[config.mk]
export PLATFORM = sky130hd
export DESIGN_NAME = rv32i_lsu
export DESIGN_NICKNAME = d
export VERILOG_FILES = /design/src/rtl/rv32i_lsu.sv
export SDC_FILE = /design/constraint.sdc
export NUM_CORES = 1
export LEC_CHECK = 0
export ABC_AREA = 0
export BUFFER_PORTS_ARGS = -buffer_cell sky130_fd_sc_hd__buf_2
export CAP_MARGIN = 15
export CORE_MARGIN = 2
export CORE_UTILIZATION = 35
export DETAILED_ROUTE_END_ITERATION = 8
export GPL_TIMING_DRIVEN = 0
export PLACE_DENSITY = 0.7
export SYNTH_ARGS = -nofsm -noshare
export SYNTH_HDL_FRONTEND = slang
export SYNTH_SLANG_ARGS = --single-unit
[constraint.sdc]
create_clock -name clk -period 4.5 [get_ports clk]
set_input_delay 0.45 -clock clk [delete_from_list [all_inputs] [get_ports clk]]
set_output_delay 0.45 -clock clk [all_outputs]
set_load 0.01 [all_outputs]
[src/rtl/rv32i_lsu.sv]
// RV32I load/store unit: accepts one memory operation at a time, checks alignment,
// drives a word-aligned request and returns extended load data for writeback.

package rv32i_types;
  typedef logic [31:0] rv32i_word;
  typedef logic [4:0]  rv32i_reg;
  typedef logic [3:0]  rv32i_mem_wmask;

  typedef enum logic [2:0] {
    lb  = 3'd0,
    lh  = 3'd1,
    lw  = 3'd2,
    lbu = 3'd4,
    lhu = 3'd5
  } load_funct3_t;

  typedef enum logic [2:0] {
    sb = 3'd0,
    sh = 3'd1,
    sw = 3'd2
  } store_funct3_t;
endpackage

module rv32i_lsu
  import rv32i_types::*;
(
  input  logic           clk,
  input  logic           rst_n,
  input  logic           req_valid,
  output logic           req_ready,
  input  logic           req_is_store,
  input  logic [2:0]     req_funct3,
  input  rv32i_word      req_addr,
  input  rv32i_word      req_wdata,
  input  rv32i_reg       req_rd,
  output logic           resp_valid,
  output rv32i_word      resp_rdata,
  output rv32i_reg       resp_rd,
  output logic           resp_load_regfile,
  output logic           resp_misaligned,
  output logic           mem_read,
  output logic           mem_write,
  output rv32i_word      mem_address,
  output rv32i_mem_wmask mem_byte_enable,
  output rv32i_word      mem_wdata,
  input  rv32i_word      mem_rdata,
  input  logic           mem_resp
);

  typedef enum logic [1:0] {IDLE, ACCESS, RESPOND} state_t;

  state_t         state_reg, state_next;
  logic           is_store_reg, is_store_next;
  logic [2:0]     funct3_reg, funct3_next;
  logic [1:0]     offset_reg, offset_next;
  rv32i_reg       rd_reg, rd_next;
  logic           mem_read_reg, mem_read_next;
  logic           mem_write_reg, mem_write_next;
  rv32i_word      mem_address_reg, mem_address_next;
  rv32i_mem_wmask mem_byte_enable_reg, mem_byte_enable_next;
  rv32i_word      mem_wdata_reg, mem_wdata_next;
  logic           resp_valid_reg, resp_valid_next;
  rv32i_word      resp_rdata_reg, resp_rdata_next;
  rv32i_reg       resp_rd_reg, resp_rd_next;
  logic           resp_load_regfile_reg, resp_load_regfile_next;
  logic           resp_misaligned_reg, resp_misaligned_next;

  logic           req_err;
  rv32i_mem_wmask req_mask;
  rv32i_word      req_lane_data;
  rv32i_word      rdata_shifted;
  rv32i_word      load_data;

  // Request decode: funct3[1:0] is the access width for both loads and stores.
  always_comb begin
    req_mask      = 4'b1111;
    req_lane_data = req_wdata;
    case (req_funct3[1:0])
      2'd0: begin
        req_mask      = 4'b0001 << req_addr[1:0];
        req_lane_data = {4{req_wdata[7:0]}};
      end
      2'd1: begin
        req_mask      = 4'b0011 << req_addr[1:0];
        req_lane_data = {2{req_wdata[15:0]}};
      end
      default: ;
    endcase

    req_err = 1'b1;
    if (req_is_store) begin
      case (req_funct3)
        sb:      req_err = 1'b0;
        sh:      req_err = req_addr[0];
        sw:      req_err = (req_addr[1:0] != 2'b00);
        default: req_err = 1'b1;
      endcase
    end else begin
      case (req_funct3)
        lb, lbu: req_err = 1'b0;
        lh, lhu: req_err = req_addr[0];
        lw:      req_err = (req_addr[1:0] != 2'b00);
        default: req_err = 1'b1;
      endcase
    end
  end

  // Bring the addressed lane down to bit 0 before extending.
  always_comb begin
    rdata_shifted = mem_rdata >> {offset_reg, 3'b000};
    case (funct3_reg)
      lb:      load_data = {{24{rdata_shifted[7]}}, rdata_shifted[7:0]};
      lbu:     load_data = {24'd0, rdata_shifted[7:0]};
      lh:      load_data = {{16{rdata_shifted[15]}}, rdata_shifted[15:0]};
      lhu:     load_data = {16'd0, rdata_shifted[15:0]};
      default: load_data = rdata_shifted;
    endcase
  end

  always_comb begin
    state_next             = state_reg;
    is_store_next          = is_store_reg;
    funct3_next            = funct3_reg;
    offset_next            = offset_reg;
    rd_next                = rd_reg;
    mem_read_next          = mem_read_reg;
    mem_write_next         = mem_write_reg;
    mem_address_next       = mem_address_reg;
    mem_byte_enable_next   = mem_byte_enable_reg;
    mem_wdata_next         = mem_wdata_reg;
    resp_valid_next        = 1'b0;
    resp_rdata_next        = resp_rdata_reg;
    resp_rd_next           = resp_rd_reg;
    resp_load_regfile_next = resp_load_regfile_reg;
    resp_misaligned_next   = resp_misaligned_reg;

    case (state_reg)
      IDLE: begin
        if (req_valid) begin
          is_store_next = req_is_store;
          funct3_next   = req_funct3;
          offset_next   = req_addr[1:0];
          rd_next       = req_rd;
          if (req_err) begin
            state_next             = RESPOND;
            resp_valid_next        = 1'b1;
            resp_rdata_next        = '0;
            resp_rd_next           = req_rd;
            resp_load_regfile_next = 1'b0;
            resp_misaligned_next   = 1'b1;
          end else begin
            state_next           = ACCESS;
            mem_read_next        = ~req_is_store;
            mem_write_next       = req_is_store;
            mem_address_next     = {req_addr[31:2], 2'b00};
            mem_byte_enable_next = req_mask;
            mem_wdata_next       = req_lane_data;
          end
        end
      end
      ACCESS: begin
        if (mem_resp) begin
          state_next             = RESPOND;
          mem_read_next          = 1'b0;
          mem_write_next         = 1'b0;
          resp_valid_next        = 1'b1;
          resp_rdata_next        = is_store_reg ? '0 : load_data;
          resp_rd_next           = rd_reg;
          resp_load_regfile_next = ~is_store_reg & (rd_reg != 5'd0);
          resp_misaligned_next   = 1'b0;
        end
      end
      RESPOND: state_next = IDLE;
      default: state_next = IDLE;
    endcase
  end

  always_ff @(posedge clk or negedge rst_n) begin
    if (!rst_n) begin
      state_reg             <= IDLE;
      is_store_reg          <= 1'b0;
      funct3_reg            <= 3'd0;
      offset_reg            <= 2'd0;
      rd_reg                <= '0;
      mem_read_reg          <= 1'b0;
      mem_write_reg         <= 1'b0;
      mem_address_reg       <= '0;
      mem_byte_enable_reg   <= '0;
      mem_wdata_reg         <= '0;
      resp_valid_reg        <= 1'b0;
      resp_rdata_reg        <= '0;
      resp_rd_reg           <= '0;
      resp_load_regfile_reg <= 1'b0;
      resp_misaligned_reg   <= 1'b0;
    end else begin
      state_reg             <= state_next;
      is_store_reg          <= is_store_next;
      funct3_reg            <= funct3_next;
      offset_reg            <= offset_next;
      rd_reg                <= rd_next;
      mem_read_reg          <= mem_read_next;
      mem_write_reg         <= mem_write_next;
      mem_address_reg       <= mem_address_next;
      mem_byte_enable_reg   <= mem_byte_enable_next;
      mem_wdata_reg         <= mem_wdata_next;
      resp_valid_reg        <= resp_valid_next;
      resp_rdata_reg        <= resp_rdata_next;
      resp_rd_reg           <= resp_rd_next;
      resp_load_regfile_reg <= resp_load_regfile_next;
      resp_misaligned_reg   <= resp_misaligned_next;
    end
  end

  assign req_ready         = (state_reg == IDLE);
  assign mem_read          = mem_read_reg;
  assign mem_write         = mem_write_reg;
  assign mem_address       = mem_address_reg;
  assign mem_byte_enable   = mem_byte_enable_reg;
  assign mem_wdata         = mem_wdata_reg;
  assign resp_valid        = resp_valid_reg;
  assign resp_rdata        = resp_rdata_reg;
  assign resp_rd           = resp_rd_reg;
  assign resp_load_regfile = resp_load_regfile_reg;
  assign resp_misaligned   = resp_misaligned_reg;

endmodule

* Word level (Yosys, flattened, before mapping)
Index checks and enable logic that the tools add are counted.
** Cells by class
- Equal/unequal tests :: 13
- Shift-type cells :: 3
- Muxes and demuxes :: 37
- Bitwise gates (word level) :: 4
- Reduce and logical (&&, ||, !) cells :: 14
** Operators with widths (number)
- 32-bit 2-to-1 mux :: 4
- 32-bit case mux with 2 select lines :: 2
- 32-bit case mux with 4 select lines :: 1
- 32-bit by 5-bit >> shifter with 32-bit output :: 1
- 5-bit 2-to-1 mux :: 3
- 1-bit 2-to-1 mux :: 14
- 3-bit equality test, second input constant :: 4
- 1-bit case mux with 2 select lines :: 5
- 5-bit case mux with 2 select lines :: 1
- 4-bit case mux with 2 select lines :: 1
- 4-bit AND reduction :: 2
- 3-bit by 1-bit equality test with 1-bit output, second input constant :: 2
- 3-bit logical NOT :: 2
- 2-bit 2-to-1 mux :: 3
- 2-bit inequality test, second input constant :: 3
- 1-bit case mux with 3 select lines :: 2
- 5-bit nonzero test :: 1
- 2-bit by 1-bit equality test with 1-bit output, second input constant :: 2
- 2-bit logical NOT :: 2
- 2-bit case mux with 2 select lines :: 1
- 2-bit AND reduction :: 2
- 2-bit nonzero test :: 2
- 2-bit OR reduction :: 2
- 1-bit by 2-bit left shift with 4-bit output, first input constant :: 1
- 6 further kinds :: 8
** Storage, ports and cells
- Register bits after elaboration :: 121
- Input port bits :: 109
- Output and inout port bits :: 111
- Logic and storage cells :: 86

* Logic depth before layout (Yosys ltp)
- Word-level depth :: 7
- Gate-level depth with buffers :: 7
- Mapped depth without buffers :: 4

* Worst setup path after synthesis
OpenSTA, ideal clock, no wires.
- Path type :: input-to-reg
- Start point :: input req_funct3[0]
- End point :: register mem_address_reg[10] (netlist: mem_address[10])
- Library setup time :: 125 ps
- Data arrival time :: 1806 ps
- Required time :: 4375 ps
- Slack :: 2569 ps
- Stages on the path :: 5
- Buffers on the path :: 2
- Path through :: or4_1 > a21bo_1 > buf_2 > buf_6 > mux2_4
** On the way
- Longest elaborated chain between the ends :: 6
- Elaborated cells on any way between the ends :: 12
- Classes of those cells :: 4 x eq/ne; 3 x mux; 1 x bitwise; 4 x reduce/logical
** RTL lines
- start: declaration :: RTL line 32 : input logic [2:0] req_funct3,
- 3-bit by 1-bit equality test with 1-bit output, or another cell as far along :: RTL line 92, 99
- 2-bit OR reduction :: RTL line 99 : case (req_funct3)
- 1-bit case mux with 3 select lines :: RTL line 99
- 1-bit 2-to-1 mux (*) :: RTL line 91 : if (req_is_store) begin
- 1-bit inverter (no source line) (*)
- 3-bit AND reduction (no source line) (*)
- end signal: assignment :: RTL line 203 : mem_address_reg <= mem_address_next;
- end: declaration :: RTL line 59 : rv32i_word mem_address_reg, mem_address_next;
Mark *: on every way between the ends. The rest lies on a longest branch, timed or not.
A chain may end at the register's enable or synchronous reset.

* Worst setup path after layout
- Start point :: register state_reg[1]
- End point :: register resp_rdata_reg[30] (netlist: resp_rdata[30])
** On the way
- Longest elaborated chain between the ends :: 3
- Elaborated cells on any way between the ends :: 8
- Classes of those cells :: 4 x eq/ne; 1 x mux; 3 x reduce/logical
** RTL lines
- start: declaration :: RTL line 52 : state_t state_reg, state_next;
- start signal: assignment :: RTL line 196 : state_reg <= state_next;
- 2-bit by 1-bit equality test with 1-bit output or 2-bit logical NOT (tied branches) :: RTL line 137 : case (state_reg)
- 2-bit inequality test (no source line), or another cell as far along
- 4-bit AND reduction (no source line)
- end signal: assignment :: RTL line 207 : resp_rdata_reg <= resp_rdata_next;
- end: declaration :: RTL line 63 : rv32i_word resp_rdata_reg, resp_rdata_next;
Parallel ways exist; a longest one is shown, timed or not.

==> impl_metrics.env <==
export IMPL_status="finished, violations left"
export IMPL_violations="negative hold slack"
export IMPL_wl_microns=15600
export IMPL_first_iter_violations=243
export IMPL_cp_num_buf_inv=0
export IMPL_synth_xor_area_share_pct=0
export IMPL_p_per_area_nw_per_um2=550
export IMPL_syn_avg_cell_area_sq_um=11.9
export IMPL_slowest_stage="nor2_1"
export IMPL_ios=220
export IMPL_max_clock_freq_ghz=0.483
export IMPL_max_slew_margin_rel_pct=32.7
export IMPL_synth_edf_count=0
export IMPL_drv_slew=0
export IMPL_critPathMaxFanout=9
export IMPL_synth_ff_type="dfrtp_1"
export IMPL_rsz0062_at_grt="no"
export IMPL_cts_tree="done"
export IMPL_num_antenna_cells=0
export IMPL_cap_violations=0
export IMPL_worstSetupStartpointType="flip-flop"
export IMPL_clockBufferDepth=2
export IMPL_die_y_microns=130
export IMPL_cts_sinks=121
export IMPL_post_cts_buffers=0
export IMPL_regArea_sq_um=3030
export IMPL_synth_seq_cells=121
export IMPL_synth_area_leaders="dfrtp_1, mux2i_1, mux2_4"
export IMPL_synth_cell_types=37
export IMPL_overflow=0
export IMPL_n_fill_cell=1509
export IMPL_syn_inst=469
export IMPL_area_growth_pct=35.3
export IMPL_cts_buffers=17
export IMPL_grt_max_degree=70
export IMPL_cp_slowest_stage_delay_ns=0.55
export IMPL_synth_simple_gate_area_share_pct=8.62
export IMPL_use_met3_pct=6.64
export IMPL_synth_area_sq_um=5560
export IMPL_grt_first_pass_wirelength_microns=24300
export IMPL_layout_commonest_cell="buf_2"
export IMPL_worstReg2RegStart="state_reg[1]$_DFFE_PN0P_"
export IMPL_initial_utilization_pct=35.4
export IMPL_placed_area_sq_um=6950
export IMPL_layout_min_cycle_time_ns=2.07
export IMPL_ys_seq_area_share_pct=54.5
export IMPL_place_congestion=0.844
export IMPL_dr_pass1_iters=4
export IMPL_drc_errors=0
export IMPL_required_ns=4.84
export IMPL_drive_gt1_share_pct=42.5
export IMPL_multi_input_area_sq_um=2330
export IMPL_yosysTopAreaCell="dfrtp_1"
export IMPL_hold_viol_final=15
export IMPL_yosysTopAreaCellShare_pct=54.5
export IMPL_irDropWorstVdd_mv=0.255
export IMPL_synth_mux_area_fraction_pct=20.4
export IMPL_r2r_slack_ns=2.43
export IMPL_row_count=46
export IMPL_synth_top_family_by_area="multiplexers"
export IMPL_hp_class="in -> async"
export IMPL_antenna_found_initial=0
export IMPL_skew_ns=0.00743
export IMPL_finalSetupViolCount=0
export IMPL_ys_warnings_count=0
export IMPL_synth_async_reset_ratio_pct=100
export IMPL_final_util_pct=47.9
export IMPL_ctsResizeCount=0
export IMPL_met1_usage_pct=23.9
export IMPL_fp_dieW_microns=130
export IMPL_dp_hpwl_microns=11900
export IMPL_final_cell_area_sq_um=7520
export IMPL_clk_pin_slew_ns=0.06
export IMPL_endpoint_kind="flip-flop"
export IMPL_die_area_sq_um=16900
export IMPL_fin_tns_setup_ns=0
export IMPL_reg2reg_depth=4
export IMPL_vias=4490
export IMPL_core_area_sq_um=15700
export IMPL_holdWs_ns=-0.0175
export IMPL_reg2reg_to="resp_rdata[30]$_DFFE_PN0P_"
export IMPL_worst_pin_slew_ns=1.01
export IMPL_crit_type="reg -> reg"
export IMPL_synth_compound_area_share_pct=12.8
export IMPL_grt_met2_usage_pct=31.3
export IMPL_worstPathArrival_ns=2.41
export IMPL_path_delay_family="simple AND/OR/NAND/NOR gates"
export IMPL_antenna_left=0
export IMPL_htreeDepth=4
export IMPL_post_drt_wl_per_cell_microns=16.7
export IMPL_fin_nets=816
export IMPL_grt_use_total_pct=19.0
export IMPL_synthAdderAreaFrac_pct=0
export IMPL_grt_busiest_layer="met2"
export IMPL_final_cell_mix="buf_2, dfrtp_1, nand2_1"
export IMPL_finalCritPeriodShare_pct=46.0
export IMPL_io_buffers=217
export IMPL_cts_root_buf="clkbuf_16"
export IMPL_viasPerCell=4.80
export IMPL_postCtsHoldBufs=0
export IMPL_grt_pass1_vias=4579
export IMPL_crit_chain="nor4bb_1 -> nand3b_1 -> nor2_1 -> a221o_1"
export IMPL_clk_latency_ns=0.41
export IMPL_p_leak_uw=0.00396
[per-layer routing]
metal	part of all wire (%)	wire length [microns]
met1	44	6810
met2	49	7660
met3	6.1	952
met4	1.4	220
met5	0	0
[cell type report]
class                      count  area share, %
sequential                   121           40.3
multi-input combinational    309           31.0
timing repair buffer         218           14.9
clock buffer                  24           6.27
tap                          216           3.59
buffer                        35           2.46
clock inverter                 8           1.26
inverter                       5          0.250
[through the flow]
stage          hold slack [ns]  std cells  worst slack, ns  total power [uW]
2_1_floorplan            0.154        470             2.57              2310
3_5_place_dp             0.445        904             2.21              2850
3_3_place_gp             0.458        903             1.40              2820
4_1_cts                0.00346        936             2.41              4180
5_1_grt                0.00112        936             2.23              4380
6_report               -0.0175        936             2.43              4140
[worst register-to-register path: stages (launching register included)]
cell      delay (ns)
dfrtp_1         0.40
nor4bb_1        0.45
nand3b_1        0.36
nor2_1          0.55
a221o_1         0.24
[where the power goes]
group | leakage [uW] | total [uW] | internal [uW] | switching [uW]
Combinational | 0.00216 | 1240 | 602 | 641
Clock | 0.000274 | 1310 | 840 | 473
Sequential | 0.00152 | 1580 | 1410 | 175
[cells in the mapped netlist, drive strengths merged, types with 5 or more instances]
cell type	count
dfrtp	121
o21ai	52
nand2	50
mux2	49
mux2i	45
nor2	26
buf	21
a21oi	18
a211o	15
clkbuf	14
nand3b	10
a221o	9
nor2b	9
a32o	7
inv	5
[how the worst max path moves through the flow]
stage	from	endpoint	slack, ns	depth (start not counted)
floorplan	req_funct3[0]	mem_address[10]$_DFFE_PN0P_	2.57	5
global placement	rst_n	resp_rdata[27]$_DFFE_PN0P_	1.40	1
detailed placement	req_funct3[0]	resp_misaligned$_DFFE_PN0P_	2.21	6
CTS	state_reg[1]$_DFFE_PN0P_	resp_rdata[30]$_DFFE_PN0P_	2.41	4
global route	state_reg[1]$_DFFE_PN0P_	resp_rdata[30]$_DFFE_PN0P_	2.23	4
finish	state_reg[1]$_DFFE_PN0P_	resp_rdata[30]$_DFFE_PN0P_	2.43	4
[logic make-up (layout without fill, tap and decap cells)]
group | count (synthesis) | count (layout)
DFF | 121 | 121
AOI/OAI and AO/OA | 108 | 108
and+or+nand+nor | 104 | 104
muxes | 95 | 95
buffers and inverters | 40 | 290
other | 1 | 2
Power figures use the tool's default switching activity.
